===== src/rtl/spike_dec_pkg.sv =====
// Shared definitions for the spike rate decoder: FSM states, window
// length constants and the helper that turns a window_len code into a
// cycle-counter load value.
package spike_dec_pkg;

  // Decoder FSM states.
  typedef enum logic {
    ST_IDLE  = 1'b0,
    ST_COUNT = 1'b1
  } state_e;

  // Width of the window_len input.
  localparam int WIN_LEN_W = 8;

  // The cycle counter must hold 256, so it is one bit wider than window_len.
  localparam int CYC_W = WIN_LEN_W + 1;

  // Window length used when window_len is programmed as zero.
  localparam logic [CYC_W-1:0] ZERO_LEN_WINDOW = 9'd256;

  // Default per-channel count width.
  localparam int CNT_W_DEFAULT = 8;

  // Convert a window_len code into the cycle-counter load value (0 -> 256).
  function automatic logic [CYC_W-1:0] window_load(input logic [WIN_LEN_W-1:0] len);
    logic [CYC_W-1:0] v;
    if (len == 8'd0) begin
      v = ZERO_LEN_WINDOW;
    end else begin
      v = {1'b0, len};
    end
    return v;
  endfunction

endpackage


===== src/rtl/spike_edge_counter.sv =====
// One channel of the decoder: rising-edge detection on a level spike flag
// and a saturating event counter with synchronous clear.
// o_count_next is the value the counter takes on the coming edge if not
// cleared, so the closing cycle's edge can be folded into a finished result.
module spike_edge_counter
  import spike_dec_pkg::*;
#(
  parameter int CNT_W = CNT_W_DEFAULT
) (
  input  logic             clk,
  input  logic             reset,
  input  logic             i_spike,
  input  logic             i_count_en,
  input  logic             i_clear,
  output logic [CNT_W-1:0] o_count_next
);

  logic             r_prev;
  logic [CNT_W-1:0] r_count;
  logic             w_rise;
  logic             w_sat;
  logic [CNT_W-1:0] w_count_next;

  assign w_rise       = i_spike & ~r_prev;
  assign w_sat        = &r_count;
  assign o_count_next = w_count_next;

  // Next count: increment on a counted rising edge unless already saturated.
  always_comb begin
    w_count_next = r_count;
    if (i_count_en && w_rise && !w_sat) begin
      w_count_next = r_count + {{(CNT_W-1){1'b0}}, 1'b1};
    end else begin
      w_count_next = r_count;
    end
  end

  // Edge history tracks the input every cycle, whether or not counting.
  always_ff @(posedge clk or posedge reset) begin
    if (reset) begin
      r_prev <= 1'b0;
    end else begin
      r_prev <= i_spike;
    end
  end

  // Counter register: clear has priority over counting.
  always_ff @(posedge clk or posedge reset) begin
    if (reset) begin
      r_count <= '0;
    end else if (i_clear) begin
      r_count <= '0;
    end else begin
      r_count <= w_count_next;
    end
  end

endmodule


===== src/rtl/spike_rate_decoder.sv =====
// Spike rate decoder: counts rising edges on NUM_CH spike inputs over
// back-to-back windows of window_len cycles and hands each window's counts
// to a single-entry valid/ready output register. A result offered while
// the previous one is still unconsumed is dropped and flagged in overrun.
module spike_rate_decoder
  import spike_dec_pkg::*;
#(
  parameter int NUM_CH = 2,
  parameter int CNT_W  = CNT_W_DEFAULT
) (
  input  logic                    clk,
  input  logic                    reset,
  input  logic                    en,
  input  logic [WIN_LEN_W-1:0]    window_len,
  input  logic [NUM_CH-1:0]       spike_in,
  input  logic                    out_ready,
  output logic                    out_valid,
  output logic [NUM_CH*CNT_W-1:0] out_counts,
  output logic                    busy,
  output logic                    overrun
);

  state_e                  r_state;
  state_e                  w_state_next;
  logic [CYC_W-1:0]        r_cyc;
  logic [CYC_W-1:0]        w_cyc_next;
  logic                    w_offer;
  logic                    w_clear;
  logic                    w_count_en;
  logic                    w_xfer;
  logic                    w_load;
  logic                    w_valid_next;
  logic                    w_overrun_next;
  logic [NUM_CH*CNT_W-1:0] w_counts_next;
  logic                    r_out_valid;
  logic [NUM_CH*CNT_W-1:0] r_out_counts;
  logic                    r_busy;
  logic                    r_overrun;

  assign out_valid  = r_out_valid;
  assign out_counts = r_out_counts;
  assign busy       = r_busy;
  assign overrun    = r_overrun;

  // A transfer happens whenever a held result meets a ready consumer.
  assign w_xfer = r_out_valid & out_ready;

  // Per-channel edge counters share one clear and one count enable.
  for (genvar g = 0; g < NUM_CH; g++) begin : g_ch
    spike_edge_counter #(
      .CNT_W (CNT_W)
    ) u_cnt (
      .clk          (clk),
      .reset        (reset),
      .i_spike      (spike_in[g]),
      .i_count_en   (w_count_en),
      .i_clear      (w_clear),
      .o_count_next (w_counts_next[g*CNT_W +: CNT_W])
    );
  end

  // FSM state and cycle counter registers.
  always_ff @(posedge clk or posedge reset) begin
    if (reset) begin
      r_state <= ST_IDLE;
      r_cyc   <= 9'd0;
    end else begin
      r_state <= w_state_next;
      r_cyc   <= w_cyc_next;
    end
  end

  // FSM next state: window start, countdown, closing offer and abort.
  always_comb begin
    w_state_next = r_state;
    w_cyc_next   = r_cyc;
    w_offer      = 1'b0;
    w_clear      = 1'b0;
    w_count_en   = 1'b0;
    case (r_state)
      ST_IDLE: begin
        if (en) begin
          // Start a window: latch the length and wipe the counters.
          w_state_next = ST_COUNT;
          w_cyc_next   = window_load(window_len);
          w_clear      = 1'b1;
        end else begin
          w_state_next = ST_IDLE;
          w_cyc_next   = 9'd0;
        end
      end
      ST_COUNT: begin
        if (!en) begin
          // Abort: partial counts are thrown away, no result produced.
          w_state_next = ST_IDLE;
          w_cyc_next   = 9'd0;
          w_clear      = 1'b1;
        end else if (r_cyc == 9'd1) begin
          // Closing cycle: its edges still count, then the next window
          // starts immediately with a freshly latched length.
          w_state_next = ST_COUNT;
          w_count_en   = 1'b1;
          w_offer      = 1'b1;
          w_clear      = 1'b1;
          w_cyc_next   = window_load(window_len);
        end else begin
          w_state_next = ST_COUNT;
          w_count_en   = 1'b1;
          w_cyc_next   = r_cyc - 9'd1;
        end
      end
      default: begin
        w_state_next = ST_IDLE;
        w_cyc_next   = 9'd0;
        w_clear      = 1'b1;
      end
    endcase
  end

  // Output register control: load, drop-with-overrun, or drain on transfer.
  always_comb begin
    w_load         = 1'b0;
    w_valid_next   = r_out_valid;
    w_overrun_next = r_overrun;
    if (w_offer) begin
      if (!r_out_valid || w_xfer) begin
        w_load       = 1'b1;
        w_valid_next = 1'b1;
      end else begin
        w_overrun_next = 1'b1;
      end
    end else if (w_xfer) begin
      w_valid_next = 1'b0;
    end else begin
      w_valid_next = r_out_valid;
    end
  end

  // Output registers; counts only change on a load so they stay stable.
  always_ff @(posedge clk or posedge reset) begin
    if (reset) begin
      r_out_valid  <= 1'b0;
      r_out_counts <= '0;
      r_overrun    <= 1'b0;
      r_busy       <= 1'b0;
    end else begin
      r_out_valid <= w_valid_next;
      r_overrun   <= w_overrun_next;
      r_busy      <= (w_state_next == ST_COUNT);
      if (w_load) begin
        r_out_counts <= w_counts_next;
      end else begin
        r_out_counts <= r_out_counts;
      end
    end
  end

endmodule

===== config.mk =====
export PLATFORM = sky130hd
export DESIGN_NAME = spike_rate_decoder
export DESIGN_NICKNAME = d
export VERILOG_FILES = /design/src/rtl/spike_dec_pkg.sv /design/src/rtl/spike_edge_counter.sv /design/src/rtl/spike_rate_decoder.sv
export SDC_FILE = /design/constraint.sdc
export NUM_CORES = 1
export LEC_CHECK = 0
export CAP_MARGIN = 20
export CORE_MARGIN = 4
export CORE_UTILIZATION = 45
export CTS_CLUSTER_SIZE = 28
export DETAILED_ROUTE_END_ITERATION = 8
export GPL_TIMING_DRIVEN = 0
export PLACE_DENSITY = 0.69
export SETUP_SLACK_MARGIN = 0.1
export SYNTH_ARGS = -nofsm -noshare
export SYNTH_HDL_FRONTEND = slang
export SYNTH_SLANG_ARGS = --single-unit

===== constraint.sdc =====
create_clock -name clk -period 2.3 [get_ports clk]
set_input_delay 0.46 -clock clk [delete_from_list [all_inputs] [get_ports clk]]
set_output_delay 0.46 -clock clk [all_outputs]
set_load 0.05 [all_outputs]

Word-level counts from Yosys, hierarchy flattened

Index checks and enable logic that the tools add are counted.

Add/subtract/negate cells: 3
Eq/ne operators: 2
Muxes and demuxes: 21
Bitwise gates (word level): 7
Reduce and logical (&&, ||, !) cells: 14

Operators with widths:

| operator                                                           | number |
|---|---|
| 9-bit two-way mux                                                  | 4 |
| 8-bit two-way mux                                                  | 4 |
| 9-bit one-hot mux with 2 select lines                              | 1 |
| 8-bit by 1-bit adder with 8-bit output, second input constant      | 2 |
| 8-bit AND reduction                                                | 2 |
| 1-bit two-way mux                                                  | 11 |
| 9-bit by 1-bit == test with 1-bit output, second input constant    | 1 |
| 9-bit by 1-bit subtractor with 9-bit output, second input constant | 1 |
| 8-bit logical NOT                                                  | 1 |
| 1-bit logical AND                                                  | 4 |
| 1-bit inverter                                                     | 4 |
| 2-bit AND reduction                                                | 2 |
| 1-bit AND                                                          | 3 |
| 1-bit logical NOT                                                  | 3 |
| 2-bit by 1-bit != test with 1-bit output, second input constant    | 1 |
| 1-bit one-hot mux with 2 select lines                              | 1 |
| 2-bit nonzero test                                                 | 1 |
| 1-bit logical OR                                                   | 1 |

Register bits after elaboration: 46
Input bits: 14
Output and inout port bits: 19
Logic and storage cells: 56

Depth between registers and ports, before layout

Gate-level depths: netlist of run 1.

Depth after elaboration: 6
Depth in mapped cells: 8

Modules after synthesis

From an unflattened synthesis of run 1, not the netlist that was laid out.

Cells, all modules: 196
Area total of the unflattened synthesis: 2322.2 sq um

Modules (own cells, without submodules):

| module             | instances | cells an instance | area an instance (sq um) | seq. area each (sq um) |
|---|---|---|---|---|
| spike_rate_decoder | 1         | 92                | 1283.7                   | 700.7 |
| spike_edge_counter | 2         | 52                | 519.2                    | 225.2 |

Worst setup path before layout of run 1

Ideal clock, no wire load.

Kind: flip-flop to flip-flop
From: register busy (netlist name)
To: register r_out_counts[13], in the netlist out_counts[13]
Library setup time: 0.123 ns
Arrival time: 1.705 ns
Required time: 2.177 ns
Setup slack: 0.472 ns
Cell stages (with the launch flop): 7
Buffers on the path: 1
Period minus slack after synthesis: 1.828 ns
Cells stage by stage: dfrtp_1 > buf_2 > and4b_1 > nand4_1 > nor3b_1 > xnor2_1 > o21ai_1

RTL lines:

| element              | RTL line                  | text |
|---|---|---|
| to (signal assigned) | spike_rate_decoder.sv:151 | `r_out_counts <= w_counts_next;` |
| to (signal assigned) | spike_rate_decoder.sv:153 | `r_out_counts <= r_out_counts;` |
| to (decl)            | spike_rate_decoder.sv:36  | `logic [NUM_CH*CNT_W-1:0] r_out_counts;` |

Worst setup path after layout of run 1

From: register r_out_counts[9], in the netlist out_counts[9]
To: output out_counts[9]

RTL lines:

| element   | RTL line                 | text |
|---|---|---|
| to (decl) | spike_rate_decoder.sv:18 | `output logic [NUM_CH*CNT_W-1:0] out_counts,` |

No word-level cell between the ends.

==> results of run 1 <==
## cell type report
class                      count  area [um^2]  share of cell area (%)
sequential                    46         1151                   44.00
multi-input combinational    144        884.6                   33.81
timing repair buffer          33        340.3                   13.01
clock buffer                   5        68.82                   2.630
tap                           52        65.06                   2.487
buffer                         7        43.79                   1.674
clock inverter                 3        40.04                   1.530
inverter                       6        22.52                  0.8608
## cell usage after synthesis, types with 3 or more instances
| library cell | number |
|---|---|
| sky130_fd_sc_hd__o21ai_1 | 11 |
| sky130_fd_sc_hd__nor4_1 | 3 |
| sky130_fd_sc_hd__nand3_1 | 8 |
| sky130_fd_sc_hd__ha_1 | 4 |
| sky130_fd_sc_hd__o2bb2ai_1 | 7 |
| sky130_fd_sc_hd__nor2_1 | 24 |
| sky130_fd_sc_hd__o21ai_0 | 7 |
| sky130_fd_sc_hd__xor2_1 | 5 |
| sky130_fd_sc_hd__nand4_1 | 5 |
| sky130_fd_sc_hd__buf_2 | 5 |
| sky130_fd_sc_hd__and4b_1 | 3 |
| sky130_fd_sc_hd__dfrtp_1 | 46 |
| sky130_fd_sc_hd__nand2_1 | 27 |
| sky130_fd_sc_hd__mux2i_1 | 4 |
| sky130_fd_sc_hd__inv_1 | 6 |
| sky130_fd_sc_hd__xnor2_1 | 10 |
## worst reg2reg max path, stage by stage, from the launching register on
cell	delay (ns)
sky130_fd_sc_hd__dfrtp_1	0.42
sky130_fd_sc_hd__nor4_2	0.33
sky130_fd_sc_hd__and4b_1	0.32
sky130_fd_sc_hd__nand4_1	0.13
sky130_fd_sc_hd__buf_2	0.21
sky130_fd_sc_hd__buf_6	0.16
sky130_fd_sc_hd__nand2_1	0.06
sky130_fd_sc_hd__o21ai_1	0.06
## metal layers
layer | wire length [um] | part of all wire, % | vias to the layer above
met4 | 83 | 1.9 | 0
met2 | 2048 | 48 | 24
met3 | 125 | 2.9 | 8
li1 | - | - | 783
met5 | 0 | 0 | -
met1 | 2039 | 47 | 763
## final timing paths
path,start,endpoint,slack [ns],depth (start not counted)
worst max-delay path,out_counts[9],out_counts[9],0.36,1
worst min-delay path,reset,r_cyc[1],0.33,2
worst max register to register,r_cyc[6],out_counts[6],0.48,7
worst min register to register,overrun,overrun,0.48,1
max in group asynchronous,reset,g_ch[0].u_cnt.r_count[0],1.53,3
min in group clk,overrun,overrun,0.48,1
## state kept, by name, summed over array words and instances, names as in the netlist
name,flops
busy,1
g_ch.u_cnt.r_count,16
g_ch.u_cnt.r_prev,2
out_counts,16
out_valid,1
overrun,1
r_cyc,9
## cells in the final DEF (no fill, tap or decap), drive strengths merged, types with 3 or more instances in the layout
cell type      netlist  layout
mux2i                4       4
nand2               27      27
ha                   4       4
clkbuf               0       5
nor4                 4       4
and4b                3       3
o21ai               18      18
nand4                5       5
nor2                24      24
buf                  7       8
xor2                 5       5
inv                  6       6
xnor2               10      10
clkdlybuf4s50        0      32
o2bb2ai              7       7
dfrtp               46      46
nand3                9       9
## report_power, final
part           switching (mW)  leakage [nW]  internal (mW)
combinational           0.126         0.446         0.0949
sequential             0.0238         0.627          0.836
clock                   0.270        0.0579          0.320
## cell families after synthesis
group | synth area share [%]
simple gates | 20.54
compound gates | 10.48
mux | 2.441
fa+ha+maj | 2.381
xor+xnor | 6.250
buf+inv | 3.155
flops | 54.76
## stage by stage
| step | total power [mW] | setup slack, ns | instances | utilization (%) | setup TNS (ns) |
|---|---|---|---|---|---|
| global placement | 1.090 | -0.1867 | 287 | 55.97 | -8.498 |
| detailed placement | 1.099 | 0.06783 | 288 | 56.42 | 0 |
| global route | 1.746 | 0.2159 | 296 | 58.87 | 0 |
| floorplan | 1.020 | 0.4719 | 203 | - | 0 |
| CTS | 1.691 | 0.3397 | 296 | 58.87 | 0 |
| finish | 1.671 | 0.3564 | 296 | 58.87 | 0 |
==> flow_metrics.tcl, run 1 <==
set metrics [dict create \
    run_status "completed" \
    grt_busiest_layer "met2" \
    final-setup-viol-count 0 \
    clock_sinks 46 \
    slew_headroom_pct 60.39 \
    synth.top_cells.by_area "sky130_fd_sc_hd__dfrtp_1 55%, sky130_fd_sc_hd__nand2_1 4.8%, sky130_fd_sc_hd__nor2_1 4.3%" \
    fp.coreArea_mm2 0.004444 \
    cts_root_buffer "sky130_fd_sc_hd__clkbuf_8" \
    globalRouteMet2Util_pct 26.45 \
    synth-edff-count 0 \
    final_nets 261 \
    postCtsHoldBufs 0 \
    post_drt_via_cell_ratio 5.331 \
    die_area_mm2 0.005829 \
    report.final.slew_viol_count 0 \
    synth-warning-count 0 \
    synth-seq-cells 46 \
    synthesis.nets 221 \
    timing.critical_path.required_ns 1.84 \
    ctsHtreeMaxLevel 2 \
    gpl.final_weighted_congestion 0.7753 \
    worst_pin_slew_ns 0.5880 \
    die_height_um 76.35 \
    first_pass_iters 4 \
    final.period_utilization_pct 84.50 \
    post_cts.repair.setup_buffers 0 \
    cts_tree "yes" \
    worst_path_dominant_cell_family "buffers and inverters" \
    cts_repair_resize_count 0 \
    synthDominantAreaCellType "sky130_fd_sc_hd__dfrtp_1" \
    cell_leakage_power_nw 1.131 \
    design_area_mm2 0.002616 \
    post_synthesis_cell_type_count 38 \
    fill_cell_instance_count_of_the_final_layout 391 \
    max-vdd-ir-drop_v 0.0004434 \
    insertion_delay_to_the_later_sink_of_the_worst_skew_pair_ns 0.30 \
    groute.usage.overall_pct 16.24 \
    synthesis.area_mm2 0.002102 \
    rsz0062_at_grt "no" \
    drc 0 \
    core.rowCount 24 \
    placedInstanceArea_mm2 0.002507 \
    max_cap_violations 0 \
    detailedRoute.firstIterationViolations 101 \
    drt_wl_total_mm 4.296 \
    synth-main-ff-cell "sky130_fd_sc_hd__dfrtp_1" \
    cts-buffers-inserted 5 \
    grt_antenna_before_repair 0 \
    wire_length_of_the_first_global_routing_pass_mm 7.583 \
    final_critical_path_time_including_i_o_delays_and_setup_ns 1.944 \
    critical_path_buf_inv_count 1 \
    syn-mean-instance-area_um2 10.35 \
    critPathArrivalTime_ns 1.48 \
    crit_fanout 2 \
    antenna_violating_nets_post_route 0 \
    worstSetupPathType "register to primary output" \
    die_w_um 76.35 \
    post_route_cells_drive_above_1_share_pct 8.607 \
    overflow 0 \
    ys_async_sr_fraction_pct 100.0 \
    port-buffer-count 32 \
    post_drt_wl_per_cell_um 14.51 \
    clock_edge_transition_at_the_registers_on_the_reported_setup_and_hold_paths_ns 0.08 \
    finalClockSkew_ns 0.006645 \
    ctsLongestPathBuffers 2 \
    antenna_cells 0 \
    total_power_per_unit_cell_area_mw_per_mm2 638.6 \
    global_route.usage.met1_pct 20.55 \
    grt_max_degree 44 \
    fin_hold_ws_ns 0.3330 \
    min_path_type "input pin to async pin" \
    fmax_ghz 0.5145 \
    grt_util_met3_pct 3.901 \
    io-pin-count 33 \
    crit_chain "clkdlybuf4s50_1" \
    hpwlAfterDp_mm 3.044 \
    netlist_instances 203 \
    cp_slowest_cell "sky130_fd_sc_hd__clkdlybuf4s50_1" \
    critPathMaxStageDelay_ns 0.81 \
    vias 1578 \
    synth.top_cell.area_share_pct 54.76 \
    setup.worst_path.start_class "register" \
    worst_setup_path_end_kind "primary output" \
    area.growth.synth_to_final_pct 24.46 \
    via_count_of_the_first_global_routing_pass 1664 \
    final_hold_viol_count 0 \
    synth_sequential_area_ratio_pct 54.76 \
    initial_core_util_pct 47.30 \
]
No activity file was read; power rests on OpenSTA's default activity.
==> inputs of run 2 (changes only) <==
--- a/config.mk
+++ b/config.mk
@@ -11,7 +11,7 @@
 export CTS_CLUSTER_SIZE = 28
 export DETAILED_ROUTE_END_ITERATION = 8
 export GPL_TIMING_DRIVEN = 0
-export PLACE_DENSITY = 0.69
+export PLACE_DENSITY = 0.71
 export SETUP_SLACK_MARGIN = 0.1
 export SYNTH_ARGS = -nofsm -noshare
 export SYNTH_HDL_FRONTEND = slang
==> constraint.sdc (replaced) <==
create_clock -name clk -period 1.66 [get_ports clk]
set_input_delay 0.332 -clock clk [delete_from_list [all_inputs] [get_ports clk]]
set_output_delay 0.332 -clock clk [all_outputs]
set_load 0.05 [all_outputs]
==> flow_metrics.tcl, run 2 (synthesis results as in run 1) <==
set metrics [dict create \
    share_of_total_power_in_combinational_logic_pct 19.2 \
    power.clock.fraction_pct 29.7 \
    port-buffer-count 32 \
    cell_leakage_power_nw 1.355 \
    crit_fanout 5 \
    via_count_of_the_first_global_routing_pass 1674 \
    grt_max_degree 36 \
    layout.cells.most_common_list "43 x sky130_fd_sc_hd__dfrtp_1, 18 x sky130_fd_sc_hd__nand2_1, 16 x sky130_fd_sc_hd__buf_4, 15 x sky130_fd_sc_hd__dlygate4sd2_1" \
    crit_path_start "r_cyc[7]" \
    ctsHtreeMaxLevel 2 \
    p_sw_share_pct 26.77 \
    die_w_um 76.35 \
    cts_root_buffer "sky130_fd_sc_hd__clkbuf_8" \
    initial_core_util_pct 47.30 \
    wire_length_of_the_first_global_routing_pass_mm 7.886 \
    worst_setup_path_end_kind "register" \
    gpl.final_weighted_congestion 0.8266 \
    worst_r2r_src "r_cyc[7]" \
    post_drt_via_cell_ratio 5.333 \
    drt_wl_total_mm 4.683 \
    failed_checks "setup timing" \
    post_route_cells_drive_above_1_share_pct 32.33 \
    min_path_type "input pin to async pin" \
    clock_edge_transition_at_the_registers_on_the_reported_setup_and_hold_paths_ns 0.08 \
    post_drt_wl_per_cell_um 14.73 \
    fp.coreArea_mm2 0.004444 \
    power.share.sequential_pct 51.1 \
    drc 0 \
    power.switching_uw 626.4 \
    grt_antenna_before_repair 0 \
    io-pin-count 33 \
    first_pass_iters 4 \
    antenna_violating_nets_post_route 0 \
    total_power_mw 2.340 \
    total_power_per_unit_cell_area_mw_per_mm2 776.0 \
    postCtsHoldBufs 0 \
    layout.cells.non_filler 318 \
    crit-reg2reg-capture "out_counts[4]" \
    ctsLongestPathBuffers 2 \
    fill_cell_instance_count_of_the_final_layout 360 \
    fin_hold_ws_ns 0.2846 \
    vias 1696 \
    max-vdd-ir-drop_v 0.0005043 \
    die_area_mm2 0.005829 \
    slew_headroom_pct 66.65 \
    critPathArrivalTime_ns 1.92 \
    hpwlAfterDp_mm 3.062 \
    final_critical_path_time_including_i_o_delays_and_setup_ns 1.731 \
    finalClockSkew_ns 0.005140 \
    die_height_um 76.35 \
    detailedRoute.firstIterationViolations 82 \
    final_hold_viol_count 0 \
    worst_pin_slew_ns 0.5022 \
    max_cap_violations 0 \
    rsz0062_at_grt "yes" \
    clock_sinks 46 \
    r2r.worst_path.cells 7 \
    setup.worst_path.start_class "register" \
    final-setup-viol-count 19 \
    overflow 0 \
    insertion_delay_to_the_later_sink_of_the_worst_skew_pair_ns 0.29 \
    layout.cells.most_common "sky130_fd_sc_hd__dfrtp_1" \
    final.period_utilization_pct 104.3 \
    cellInternalPower_mw 1.713 \
    setup_ws_ns -0.07086 \
    fmax_ghz 0.5777 \
    core.rowCount 24 \
    final_nets 283 \
    timing.critical_path.required_ns 1.85 \
    run_status "finished, violations left" \
    antenna_cells 0 \
    critical_path.endpoint "out_counts[4]" \
    area.growth.synth_to_final_pct 43.45 \
    r2r_slack_ns -0.07 \
    report.final.slew_viol_count 0 \
    groute.usage.overall_pct 16.74 \
    cts-buffers-inserted 5 \
    cts_tree "yes" \
    placed_instance_count 288 \
    worstSetupPathType "register to register" \
]
run 2: per-layer routing:
metal,track usage [%],wire length [um],vias to the layer above
li1,-,-,835
met1,22.86,2184,820
met2,27.42,2275,34
met3,2.837,167,7
met4,4.891,55,0
met5,0,0,-
run 2: metrics by stage:
step                util, %  setup TNS, ns  area, um^2  setup slack, ns
CTS                   64.39        -0.5650        2861         -0.06250
finish                67.85        -0.6851        3015         -0.07086
floorplan                 -              0        2121          0.06875
detailed placement    56.84         -8.576        2526          -0.3961
global route          67.85         -5.238        3015          -0.1830
global placement      56.39         -40.07        2506          -0.8331
run 2: repair_timing:
item	4_1_cts	5_1_grt
setup endpoints to repair	59	45
resized for setup	50	47
pin swaps	28	13
cloned	3	0
hold endpoints to repair	0	0
buffers inserted	17	3
run 2: power by group through the flow:
stage / Sequential [mW] / Combinational [mW] / Clock [mW]
2_1_floorplan: 1.24 / 0.176 / 0
3_3_place_gp: 1.21 / 0.300 / 0
3_5_place_dp: 1.21 / 0.311 / 0
4_1_cts: 1.20 / 0.404 / 0.713
5_1_grt: 1.20 / 0.486 / 0.757
6_report: 1.19 / 0.449 / 0.696
run 2: area by class of cell:
cell class / instances / area (um^2) / area share, %
flip-flops and latches: 46 / 1155 / 38.30
multi-input cells: 144 / 1074 / 35.60
repair buffers: 55 / 525.5 / 17.43
clock buffers: 7 / 86.33 / 2.863
plain buffers: 7 / 82.58 / 2.739
well taps: 52 / 65.06 / 2.158
inverters: 6 / 22.52 / 0.7469
clock inverters: 1 / 5.005 / 0.1660
run 2: how the worst min path moves through the flow:
stage	cells past startpoint	slack (ns)	to
floorplan	0	0.36	g_ch[0].u_cnt.r_prev
detailed placement	1	0.46	overrun
global placement	2	0.47	out_counts[10]
global route	1	0.30	busy
CTS	2	0.29	g_ch[1].u_cnt.r_count[3]
finish	2	0.28	out_counts[6]
run 2: worst max-delay path, cell delays in order (launching register included):
cell	delay (ns)
sky130_fd_sc_hd__dfrtp_1	0.41
sky130_fd_sc_hd__nor4_4	0.34
sky130_fd_sc_hd__and4b_1	0.29
sky130_fd_sc_hd__nand4_1	0.16
sky130_fd_sc_hd__buf_6	0.19
sky130_fd_sc_hd__buf_8	0.13
sky130_fd_sc_hd__nand2_2	0.06
sky130_fd_sc_hd__o21ai_2	0.05
